File: config.mk
export PLATFORM = sky130hd
export DESIGN_NAME = sdram_cmd_arbiter
export DESIGN_NICKNAME = d
export VERILOG_FILES = /design/src/rtl/sdram_cmd_arbiter.sv
export SDC_FILE = /design/constraint.sdc
export NUM_CORES = 1
export LEC_CHECK = 0
export ABC_CLOCK_PERIOD_IN_PS = 1700
export BUFFER_PORTS_ARGS = -buffer_cell sky130_fd_sc_hd__buf_2
export CAP_MARGIN = 20
export CORE_MARGIN = 2
export CORE_UTILIZATION = 32
export CTS_CLUSTER_SIZE = 25
export DETAILED_ROUTE_END_ITERATION = 8
export HOLD_SLACK_MARGIN = 0.06
export PLACE_DENSITY = 0.87
export SETUP_SLACK_MARGIN = 0.02
export SYNTH_ARGS = -nofsm -noshare
export SYNTH_HDL_FRONTEND = slang
export SYNTH_SLANG_ARGS = --single-unit
File: constraint.sdc
create_clock -name clk -period 1.7 [get_ports clk]
set_input_delay 0.34 -clock clk [delete_from_list [all_inputs] [get_ports clk]]
set_output_delay 0.34 -clock clk [all_outputs]
set_load 0.005 [all_outputs]
File: src/rtl/sdram_cmd_arbiter.sv
// SDRAM bus arbiter: init, auto-refresh and NUM_CH access engines share pins.
// Optional grant watchdog with wdog_err output: define SDRAM_ARB_WDOG_EN.
module sdram_cmd_arbiter #(
    parameter int NUM_CH   = 2,
    parameter int ADDR_W   = 13,
    parameter int DATA_W   = 16,
    parameter int ARB_MODE = 0,
    parameter int TIMEOUT  = 1024
) (
    input  logic                     clk,
    input  logic                     reset,
    input  logic                     init_end,
    input  logic [3:0]               init_cmd,
    input  logic [1:0]               init_ba,
    input  logic [ADDR_W-1:0]        init_addr,
    input  logic                     aref_req,
    input  logic                     aref_end,
    input  logic [3:0]               aref_cmd,
    input  logic [1:0]               aref_ba,
    input  logic [ADDR_W-1:0]        aref_addr,
    output logic                     aref_en,
    input  logic [NUM_CH-1:0]        ch_req,
    input  logic [NUM_CH-1:0]        ch_end,
    input  logic [4*NUM_CH-1:0]      ch_cmd,
    input  logic [2*NUM_CH-1:0]      ch_ba,
    input  logic [ADDR_W*NUM_CH-1:0] ch_addr,
    input  logic [NUM_CH-1:0]        ch_dq_oe,
    input  logic [DATA_W*NUM_CH-1:0] ch_dq,
    output logic [NUM_CH-1:0]        ch_en,
    output logic [3:0]               sdram_cmd,
    output logic [1:0]               sdram_ba,
    output logic [ADDR_W-1:0]        sdram_addr,
    output logic                     sdram_dq_oe,
    output logic [DATA_W-1:0]        sdram_dq_out,
`ifdef SDRAM_ARB_WDOG_EN
    output logic                     wdog_err,
`endif
    output logic                     busy
);

    localparam int SEL_W = (NUM_CH > 1) ? $clog2(NUM_CH) : 1;
    localparam logic [3:0] CMD_NOP = 4'b0111;

    typedef enum logic [1:0] {
        S_INIT,
        S_ARBIT,
        S_AREF,
        S_ACCESS
    } state_t;

    state_t              r_state;
    logic [SEL_W-1:0]    r_sel;
    logic [SEL_W-1:0]    r_rr;
    logic                r_aref_en;
    logic [NUM_CH-1:0]   r_ch_en;

    logic                w_found;
    logic [SEL_W-1:0]    w_pick;
    logic [SEL_W-1:0]    w_pos;
    logic [SEL_W-1:0]    w_rr_next;

`ifdef SDRAM_ARB_WDOG_EN
    localparam int CNT_W = $clog2(TIMEOUT + 1);
    logic [CNT_W-1:0]    r_cnt;
    logic                r_wdog_err;
    logic                w_expire;

    assign w_expire = (r_cnt == CNT_W'(TIMEOUT - 1));
    assign wdog_err = r_wdog_err;
`endif

    // Pick the winning channel: lowest index, or first at/after rr pointer
    always_comb begin
        w_found = 1'b0;
        w_pick  = '0;
        w_pos   = '0;
        for (int k = 0; k < NUM_CH; k++) begin
            if (ARB_MODE == 0) begin
                w_pos = SEL_W'(k);
            end else begin
                w_pos = SEL_W'((int'(r_rr) + k) % NUM_CH);
            end
            if (!w_found && ch_req[w_pos]) begin
                w_found = 1'b1;
                w_pick  = w_pos;
            end
        end
        w_rr_next = SEL_W'((int'(w_pick) + 1) % NUM_CH);
    end

    // Arbiter FSM: grants, owner index and round-robin pointer
    always_ff @(posedge clk or posedge reset) begin
        if (reset) begin
            r_state   <= S_INIT;
            r_aref_en <= 1'b0;
            r_ch_en   <= '0;
            r_sel     <= '0;
            r_rr      <= '0;
`ifdef SDRAM_ARB_WDOG_EN
            r_cnt      <= '0;
            r_wdog_err <= 1'b0;
`endif
        end else begin
`ifdef SDRAM_ARB_WDOG_EN
            r_wdog_err <= 1'b0;
`endif
            case (r_state)
                S_INIT: begin
                    if (init_end) begin
                        r_state <= S_ARBIT;
                    end
                end
                S_ARBIT: begin
                    if (aref_req) begin
                        r_state   <= S_AREF;
                        r_aref_en <= 1'b1;
`ifdef SDRAM_ARB_WDOG_EN
                        r_cnt     <= '0;
`endif
                    end else if (w_found) begin
                        r_state <= S_ACCESS;
                        r_ch_en <= NUM_CH'(1) << w_pick;
                        r_sel   <= w_pick;
                        r_rr    <= w_rr_next;
`ifdef SDRAM_ARB_WDOG_EN
                        r_cnt   <= '0;
`endif
                    end
                end
                S_AREF: begin
                    if (aref_end) begin
                        r_state   <= S_ARBIT;
                        r_aref_en <= 1'b0;
`ifdef SDRAM_ARB_WDOG_EN
                    end else if (w_expire) begin
                        r_state    <= S_ARBIT;
                        r_aref_en  <= 1'b0;
                        r_wdog_err <= 1'b1;
                    end else begin
                        r_cnt <= r_cnt + 1'b1;
`endif
                    end
                end
                S_ACCESS: begin
                    if (ch_end[r_sel]) begin
                        r_state <= S_ARBIT;
                        r_ch_en <= '0;
`ifdef SDRAM_ARB_WDOG_EN
                    end else if (w_expire) begin
                        r_state    <= S_ARBIT;
                        r_ch_en    <= '0;
                        r_wdog_err <= 1'b1;
                    end else begin
                        r_cnt <= r_cnt + 1'b1;
`endif
                    end
                end
                default: begin
                    r_state <= S_INIT;
                end
            endcase
        end
    end

    // Pin mux: current owner drives the bus, ARBIT drives NOP
    always_comb begin
        sdram_cmd    = CMD_NOP;
        sdram_ba     = 2'b00;
        sdram_addr   = '0;
        sdram_dq_oe  = 1'b0;
        sdram_dq_out = '0;
        case (r_state)
            S_INIT: begin
                sdram_cmd  = init_cmd;
                sdram_ba   = init_ba;
                sdram_addr = init_addr;
            end
            S_AREF: begin
                sdram_cmd  = aref_cmd;
                sdram_ba   = aref_ba;
                sdram_addr = aref_addr;
            end
            S_ACCESS: begin
                sdram_cmd    = ch_cmd[4*int'(r_sel) +: 4];
                sdram_ba     = ch_ba[2*int'(r_sel) +: 2];
                sdram_addr   = ch_addr[ADDR_W*int'(r_sel) +: ADDR_W];
                sdram_dq_oe  = ch_dq_oe[r_sel];
                sdram_dq_out = ch_dq[DATA_W*int'(r_sel) +: DATA_W];
            end
            default: begin
                sdram_cmd = CMD_NOP;
            end
        endcase
    end

    assign aref_en = r_aref_en;
    assign ch_en   = r_ch_en;
    assign busy    = (r_state != S_ARBIT);

endmodule

Yosys cells after proc, flatten, opt, wreduce, memory -nomap -nowiden

Cells that the tools add are included.

Register bits: 6
Bits of input ports: 119
Word-level logic and storage cells: 57

$lt $le $gt $ge: 1
Bitwise gates (word level): 1
Muxes and demuxes: 25
Shift-type cells: 5
Multipliers: 1
Reductions and logical operators: 9
Equality and inequality tests: 11

Operators by type and width:

| cell                                                                          | count |
|---|---|
| 13-bit one-hot mux with 3 select lines                                        | 1 |
| 32-bit by 6-bit indexed part select with 16-bit output                        | 1 |
| 26-bit by 6-bit indexed part select with 13-bit output                        | 1 |
| 16-bit two-way mux                                                            | 1 |
| 2-bit two-way mux                                                             | 8 |
| 2-bit != test (second input constant)                                         | 6 |
| 4-bit one-hot mux with 3 select lines                                         | 1 |
| 1-bit two-way mux                                                             | 10 |
| 2-bit one-hot mux with 4 select lines                                         | 1 |
| 4-bit AND reduction                                                           | 2 |
| 8-bit by 4-bit indexed part select with 4-bit output                          | 1 |
| 2-bit one-hot mux with 3 select lines                                         | 1 |
| 3-bit AND reduction                                                           | 2 |
| 4-bit by 1-bit multiplier with 5-bit output (first input constant)            | 1 |
| 2-bit equality test (second input constant)                                   | 2 |
| 2-bit one-hot mux with 2 select lines                                         | 1 |
| 2-bit nonzero test                                                            | 2 |
| 4-bit by 3-bit indexed part select with 2-bit output                          | 1 |
| 3-bit != test (second input constant)                                         | 1 |
| 2-bit by 1-bit equality test with 1-bit output (second input constant)        | 1 |
| 2-bit zero test                                                               | 1 |
| 1-bit by 2-bit less-than comparator with 1-bit output (second input constant) | 1 |
| 2-bit by 1-bit != test with 1-bit output (second input constant)              | 1 |
| 1-bit one-hot mux with 2 select lines                                         | 1 |
| 4 further kinds                                                               | 4 |

Longest topological paths before layout

Gate-level depths: netlist (run 1).

Depth after elaboration: 8
Gate-level depth with buffers: 5

Worst setup path before layout (run 1)

No wires, ideal clock.

Path type: register -> output
Start: register r_state[1]
End: output port sdram_addr[10]
Cell stages (with the launch flop): 5
Arrival: 0.962 ns
Data required time: 1.360 ns
Setup slack: 0.398 ns
Path buffers: 2
Path through: dfrtp_1 -> buf_6 -> buf_8 -> mux2i_1 -> o22ai_1

Longest elaborated chain between the ends: 2
Elaborated cells on any way between the ends: 4

RTL lines:

| item                                                   | RTL line | text |
|---|---|---|
| start, declared                                        | 51       | `state_t r_state;` |
| start signal, assigned                                 | 94       | `r_state <= S_INIT;` |
| start signal, assigned                                 | 110      | `r_state <= S_ARBIT;` |
| start signal, assigned                                 | 115      | `r_state <= S_AREF;` |
| 2-bit equality test or 2-bit zero test (tied branches) | 172      | `case (r_state)` |
| 13-bit one-hot mux with 3 select lines *               | 172      |  |
| end, declared                                          | 32       | `output logic [ADDR_W-1:0] sdram_addr,` |

Every way passes the cells marked *; elsewhere a longest branch is shown, timed or not.

Final worst setup path (run 1)

Start: register r_state[1]
End: output port sdram_addr[6]

Same word-level chain as after synthesis.

==> metrics.txt, run 1 <==
Reg clk slew, reported paths=0.04 ns; Initial Util=33.3%; Seq/Total Area, Yosys=12.4%; vias in the first global route=1,675; H-tree depth=1; GPL Wtd Cong=0.772; DIE HEIGHT=65.5 µm; Post-Syn Area=0.00121 mm²; met2 usage=42.6%; final core utilization=58.8%; Slew Limit Fails=0; final hold violation count=0; Area Overhead vs Synth=76.8%; Worst Max-Slew Pin Slew=0.342 ns; Root Driver=clkbuf_8; Largest delay share family, worst path=buffers and inverters; final non-filler cell total=353; DIE AREA=0.00428 mm²; # IOs=159; Die Wd=65.5 µm; Hold Crit Class=in -> reg; initial antenna violation count=0; Skew-Pair Late Insertion Delay=0.23 ns; wirelength, routed=4.69 mm; Crit-path slowest cell=dfrtp_1; number of stages on the worst setup path=5; syn avg cell area=8.39 µm²; most frequent cells in the layout=buf_2 (158), mux2i_1 (53), nor2_1 (19); commonest non-fill, non-tap cell in the layout=buf_2; grt met1 use=20.7%; port bufs=158; post-DP HPWL=3.89 mm; first-pass GRT wire length=7.05 mm; RSZ-0062 raised after global routing=true; drt initial violations=56; YS warnings=0; CTS tree=built; Clock Sinks=6; Fmax achieved=604 MHz; wire length per cell=13.3 µm; FF-to-FF path depth=5; CP max FO=23; vias per cell=4.97; worst vdd ir=0.751 mV; Max Cap Viol=0; fraction of layout cells with a size suffix above 1=60.0%; grt peak-use layer=met2; ANT cells=0; largest net degree at the start of global routing=24; Slew HR=76.5%; clock tree buffer depth=2; Critical Path Sink Type=output port; met3 Use GR=4.28%; Pleak=0.00129 µW; NumNets Final=425; final period utilization=97.4%; Synth top area share=43.9%; nature of the critical path startpoint=flop; area leader, netlist=mux2i_1; post-detailed-route DRC marker count=0; via count=1,755; Worst Skew=0.00650 ns; Final Critical Period=1.66 ns; fin worst setup slack=0.0434 ns; PwrDens=1440 mW/mm²; CP arrival=1.32 ns; placed cells=346; CORE AREA=0.00363 mm²; Routed Antenna Nets=0; Post-Place Worst Slack=0.194 ns; CP max stage delay=0.37 ns; critical path buffer and inverter count=3; Setup Crit Path Kind=reg -> out; Synth Instances=144; syn nets=263; # setup viols final=0; row count=22; hold depth=2; grt total ovfl=0; Crit path required time=1.36 ns; synth top area cells=mux2i_1 (44%), dfrtp_1 (12%), o22ai_1 (8.3%); critical path, cell by cell=buf_6, nand2_1, buf_8, o22ai_1, buf_2; count of cell types in the netlist=27; gr usage total=20.6%; status=finished, final reports clean; Yosys reg bits=6; total iterations of the first detailed-routing run=5; Num CTS Buffers=3
-- Yosys cell counts --
cell type and instances:
buf_1 1, a21boi_1 1, nor2b_1 1, a211oi_1 3
buf_8 1, o22ai_1 16, or4_4 1, mux2i_1 53
a31oi_1 4, or2_1 2, o221ai_1 3, nand3_1 3
dfrtp_1 6, o21ai_2 1, nand2b_1 1, buf_2 2
clkbuf_8 1, buf_4 1, nor2_1 19, and2b_4 2
inv_1 6, o211ai_2 1, nand2_1 3, nand2b_2 1
a21oi_1 3, clkbuf_1 2, buf_6 6
-- worst reg2reg max path: stages (launching register included) --
cell,delay (ns)
dfrtp_1,0.39
buf_6,0.14
buf_4,0.14
or4_4,0.52
o211ai_2,0.09
o21ai_2,0.07
-- layer usage --
layer  vias up  wire length [µm]
met2       100              2440
met4         0                25
met3         4               460
met1       792              1760
met5         -                 0
li1        859                 -
-- final timing paths --
path | from | to | slack [ns]
setup / recovery | r_state[1] | sdram_addr[6] | 0.04
hold / removal | aref_req | r_state[0] | 0.36
setup reg to reg | r_state[1] | r_state[1] | 0.23
hold reg to reg | ch_en[0] | ch_en[0] | 0.53
max in group asynchronous | reset | r_sel | 0.93
min in group asynchronous | reset | r_state[0] | 0.57
-- registers in the layout (all words and copies together), names as in the netlist --
name     cells
r_state      2
aref_en      1
r_sel        1
ch_en        2
-- logic make-up after synthesis --
group	count (synthesis)	synth area share [%]
buf+inv	20	12.2
compound gates	32	18.0
simple gates	33	13.5
flops	6	12.4
mux	53	43.9
-- where the power goes --
group	internal (µW)	total [µW]	switching [µW]
registers	216	282	66.2
clock network	162	227	65.8
logic	1330	2560	1220
total	1710	3070	1360
-- metrics by stage --
stage	area (µm²)	power, µW	TNS [ns]	hold WS (ns)
after floorplan	1210	1930	0	0.131
after global placement	2040	2700	0	0.261
after detailed placement	2040	2750	0	0.263
after CTS	2120	3060	0	0.355
after global routing	2140	3310	-0.0589	0.370
final	2140	3070	0	0.364
-- area by class of cell --
cell class | instances | area, µm²
fill | 358 | 1500
clock buffer | 4 | 45.0
sequential | 6 | 151
tap | 48 | 60.1
inverter | 6 | 22.5
multi-input combinational | 118 | 927
timing repair buffer | 171 | 931
-- what timing repair did --
item | in CTS | in global routing
endpoints found under the hold margin | 6 | 0
setup buffers | 2 | 0
pin swaps | 0 | 2
endpoints found under the setup margin | 35 | 17
resized for setup | 3 | 4
cloned | 0 | 0
hold buffers | 1 | 0
(Power assumes the default switching activity.)
==> run 2: changes to the inputs <==
Settings changed: BUFFER_PORTS_ARGS -buffer_cell sky130_fd_sc_hd__buf_2 to unset, CORE_AREA set to 2 2 62 64, CORE_MARGIN 2 to unset, CORE_UTILIZATION 32 to unset, DIE_AREA set to 0 0 64 66, DONT_BUFFER_PORTS set to 1, GPL_ROUTABILITY_DRIVEN set to 0, PLACE_DENSITY 0.87 to 0.53.
==> metrics.txt, run 2 (synthesis gave the netlist of run 1 again) <==
status=finished, final reports clean; routed metal-1 wire length=1.40 mm (-21%); commonest non-fill, non-tap cell in the layout=mux2i_1; Reg clk slew, reported paths=0.05 ns (about the same); Clock Sinks=6 (unchanged); met2 wire len=1.93 mm (-21%); final period utilization=94.4% (-3.0 points); worst vdd ir=0.935 mV (+25%); Root Driver=clkbuf_4; port bufs=0 (-100%); largest net degree at the start of global routing=28 (+17%); Crit. Startpoint=r_state[1]; placed cells=187 (-46%); Slew Limit Fails=0 (unchanged); setup_tns=0 ns (unchanged); PwrDens=1830 mW/mm² (+28%); final core utilization=36.2% (-23 points); drt initial violations=25 (-55%); Pleak=0.000617 µW (-52%); wire length per cell=19.4 µm (+46%); Layout fillers=366 (+2.2%); ANT cells=0 (unchanged); post-DP HPWL=3.06 mm (-21%); Critical Path Sink Type=output port; Max Cap Viol=0 (unchanged); Skew-Pair Late Insertion Delay=0.25 ns (+0.02 ns); # setup viols final=0 (unchanged); metal3 WL=363 µm (-21%); Routed Antenna Nets=0 (unchanged); worst hold margin=0.202 ns (-0.162 ns); DIE AREA=0.00422 mm² (-1.4%); most frequent cells in the layout=mux2i_1 (53), nor2_1 (19), o22ai_1 (16); Final Critical Period=1.61 ns (-0.0512 ns); Largest delay share family, worst path=flip-flops; crit path to=sdram_cmd[1]; final non-filler cell total=194 (-45%); grt total ovfl=0 (unchanged); Worst Max-Slew Pin Slew=0.336 ns (-0.00643 ns); initial antenna violation count=0 (unchanged); wirelength, routed=3.76 mm (-20%); via count=1,184 (-33%); first-pass GRT wire length=5.05 mm (-28%); r2r setup slk=0.22 ns (about the same); row count=22 (unchanged); Area Overhead vs Synth=6.31%; final hold violation count=0 (unchanged); critical path, cell by cell=buf_6, and2b_4, a211oi_1, a31oi_1; post-detailed-route DRC marker count=0 (unchanged); CP max FO=5 (-78%); clock tree buffer depth=2 (unchanged); Reg-to-Reg Start=r_state[1]; Crit-path slowest cell=dfrtp_2; Setup Crit Path Kind=reg -> out; critical path buffer and inverter count=1 (-2); Crit path required time=1.36 ns (about the same); FF-to-FF End=r_state[1]; CP arrival=1.27 ns (-0.05 ns); highest metal used=met4; total power after layout=2360 µW (-23%); gr usage total=15.0% (-5.5 points); number of stages on the worst setup path=4 (-1); Hold Crit Class=in -> reg; Die Wd=64 µm (-2.2%); Num CTS Buffers=3 (unchanged); RSZ-0062 raised after global routing=true; DIE HEIGHT=66 µm (+0.83%); Fmax achieved=623 MHz (+3.2%); FF-to-FF path depth=5 (unchanged); CTS tree=built; CP max stage delay=0.43 ns (+0.06 ns); vias in the first global route=1,055 (-37%); Worst Skew=0.00435 ns (-0.00215 ns); Slew HR=77.0% (+0.44 points); NumNets Final=266 (-37%); # IOs=159 (unchanged); Initial Util=34.0% (+0.77 points); CORE AREA=0.00355 mm² (-2.3%); nature of the critical path startpoint=flop; vias per cell=6.10 (+23%); H-tree depth=1 (unchanged); fraction of layout cells with a size suffix above 1=15.1% (-45 points); total iterations of the first detailed-routing run=4 (-1)
[run 2: changes by cell type in the layout (fill, tap and decap cells not counted), moves of 2 or more]
cell / before / now
buf_2: 158 / 0
a211oi_2: 2 / 0
clkbuf_8: 3 / 0
a211oi_1: 1 / 3
clkbuf_4: 0 / 3
[run 2: timing repair]
action                                 in CTS  in global routing
setup endpoints to repair                   0                  9
hold buffers                                1                  0
resized for setup                           0                  3
setup buffers                               0                  2
endpoints found under the hold margin       6                  0
[run 2: power by group]
part           leakage (µW)  internal (µW)  switching, µW  total [µW]
clock network     0.0000150           89.3           57.8         147
logic              0.000534            859           1060        1920
registers         0.0000681            218           73.8         292
[run 2: worst min path at each step]
stage          slack (ns)     start  depth (start not counted)          to
2_1_floorplan        0.13     reset                          1     aref_en
3_3_place_gp         0.17     reset                          1     aref_en
3_5_place_dp         0.17     reset                          1     aref_en
4_1_cts              0.20  aref_req                          1  r_state[0]
5_1_grt              0.19  aref_req                          1  r_state[0]
6_report             0.20  aref_req                          1  r_state[0]
[run 2: stage by stage]
stage,cell area [µm²],setup WS [ns]
after floorplan,1210,0.398
final,1280,0.0946
after detailed placement,1220,0.318
after CTS,1260,0.0501
after global routing,1280,0.0192
after global placement,1220,0.344
[run 2: final cells by class]
cell class,instances,area (µm²),share of cell area (%)
Sequential cell,6,153,11.9
Clock buffer,4,26.3,2.04
Inverter,6,22.5,1.75
Timing Repair Buffer,12,113,8.76
Tap cell,48,60.1,4.67
Multi-Input combinational cell,118,911,70.9
[run 2: metal layers]
layer | global-route usage [%] | vias to the layer above
met5 | 0 | -
met4 | 5.43 | 0
met3 | 3.41 | 6
met2 | 25.9 | 77
met1 | 18.2 | 560
li1 | - | 541
==> run 3: changes to the inputs <==
Settings changed: REMOVE_ABC_BUFFERS set to 1.
==> metrics.txt, run 3 (synthesis gave the netlist of run 1 again) <==
status=finished, final reports clean; vias in the first global route=1,120 (+6.2%); Crit path required time=1.36 ns (about the same); fraction of layout cells with a size suffix above 1=18.7% (+3.6 points); Worst Max-Slew Pin Slew=0.304 ns (-0.0321 ns); CP arrival=1.32 ns (+0.05 ns); gr usage total=18.1% (+3.0 points); Root Driver=clkbuf_4; post-detailed-route DRC marker count=0 (unchanged); largest net degree at the start of global routing=33 (+18%); first-pass GRT wire length=5.82 mm (+15%); CP max FO=9 (+4); port bufs=0 (unchanged); final core utilization=39.2% (+3.0 points); FF+latch area=153 µm² (unchanged); Fmax achieved=604 MHz (-3.0%); nature of the critical path startpoint=flop; Reg clk slew, reported paths=0.05 ns (about the same); Max Cap Viol=0 (unchanged); Pleak=0.000674 µW (+9.2%); post-DP HPWL=3.24 mm (+5.9%); Initial Util=34.0% (unchanged); worst hold margin=0.202 ns (-0.000199 ns); Final Critical Period=1.66 ns (+0.0505 ns); wire length per cell=21.5 µm (+11%); final hold violation count=0 (unchanged); internal power=1440 µW (+23%); Comb pwr share=83.2% (+1.8 points); vias per cell=6.00 (-1.7%); switching power=1260 µW (+5.9%); worst vdd ir=0.711 mV (-24%); Slew Limit Fails=0 (unchanged); commonest non-fill, non-tap cell in the layout=mux2i_1; share of power burned in registers=11.3% (-1.1 points); Critical Path Sink Type=output port; grt total ovfl=0 (unchanged); # setup viols final=0 (unchanged); CORE AREA=0.00355 mm² (unchanged); Worst Skew=0.00125 ns (-0.00310 ns); Routed Antenna Nets=0 (unchanged); via count=1,188 (+0.34%); drt initial violations=23 (-8.0%); Die Wd=64 µm (unchanged); DIE AREA=0.00422 mm² (unchanged); Layout fillers=354 (-3.3%); # IOs=159 (unchanged); NumNets Final=270 (+1.5%); ANT cells=0 (unchanged); Clk pwr share=5.4% (-0.8 points); H-tree depth=1 (unchanged); setup_tns=0 ns (unchanged); Hold Crit Class=in -> reg; DIE HEIGHT=66 µm (unchanged); initial antenna violation count=0 (unchanged); RSZ-0062 raised after global routing=true; total iterations of the first detailed-routing run=4 (unchanged); Slew HR=79.2% (+2.2 points); Area Overhead vs Synth=15.2%; multi-input logic area=917 µm² (+0.69%); wirelength, routed=4.26 mm (+13%); Net Sw Frac=46.7% (-3.8 points); Num CTS Buffers=3 (unchanged); Skew-Pair Late Insertion Delay=0.25 ns (about the same); final period utilization=97.4% (+3.0 points); Clock Sinks=6 (unchanged); CTS tree=built; row count=22 (unchanged); clock tree buffer depth=2 (unchanged); Setup Crit Path Kind=reg -> out; most frequent cells in the layout=mux2i_1 (52), nor2_1 (19), o22ai_1 (16); PwrDens=1940 mW/mm² (+5.7%)
-- run 3: power groups by stage --
stage          logic [µW]  clock network, µW  registers (µW)
2_1_floorplan        1120                  0             580
3_3_place_gp         1890                  0             282
3_5_place_dp         1970                  0             284
4_1_cts              2250                155             308
5_1_grt              2400                162             318
6_report             2250                147             306
-- run 3: metrics by stage --
stage | cell area [µm²] | setup slack (ns) | cells | power (µW)
3_5_place_dp | 1250 | 0.276 | 187 | 2250
2_1_floorplan | 1080 | -0.697 | 130 | 1700
3_3_place_gp | 1250 | 0.284 | 187 | 2170
5_1_grt | 1390 | -0.0336 | 198 | 2880
6_report | 1390 | 0.0441 | 198 | 2700
4_1_cts | 1390 | 0.0208 | 198 | 2710
-- run 3: metal layers --
layer	up-vias	share of wire, %	track usage [%]
met5	-	0	0
met4	0	0.33	4.89
met3	2	12	5.96
met2	90	52	33.3
met1	546	36	19.6
li1	550	-	-
-- run 3: final timing paths --
path / start / slack [ns] / cells past startpoint / end
worst max-delay path: r_state[1] / 0.04 / 4 / sdram_cmd[0]
worst min-delay path: aref_req / 0.20 / 1 / r_state[0]
worst max register to register: r_state[1] / 0.14 / 4 / r_state[1]
worst min register to register: ch_en[0] / 0.56 / 2 / ch_en[0]
max in group asynchronous: reset / 1.01 / 2 / r_state[1]
min in group asynchronous: reset / 0.46 / 2 / ch_en[1]
-- run 3: cell type report --
type                    count  area share (%)
repair buffers             16            15.4
inverters                   6            1.62
flip-flops and latches      6            11.0
clock buffers               4            1.89
well taps                  48            4.31
multi-input cells         118            65.9
-- run 3: timing repair --
| item | in CTS | in global routing |
|---|---|---|
| cloned | 2 | 0 |
| hold buffers | 1 | 0 |
| pin swaps | 0 | 0 |
| setup buffers | 4 | 0 |
| gates resized for setup | 3 | 1 |
| endpoints found under the hold margin | 6 | 0 |
| setup endpoints to repair | 4 | 5 |
-- run 3: worst max-delay path, stage by stage, from the launching register on --
cell and delay, ns:
dfrtp_2 0.45, buf_12 0.16, and2b_4 0.23, a211oi_1 0.04
a31oi_1 0.20
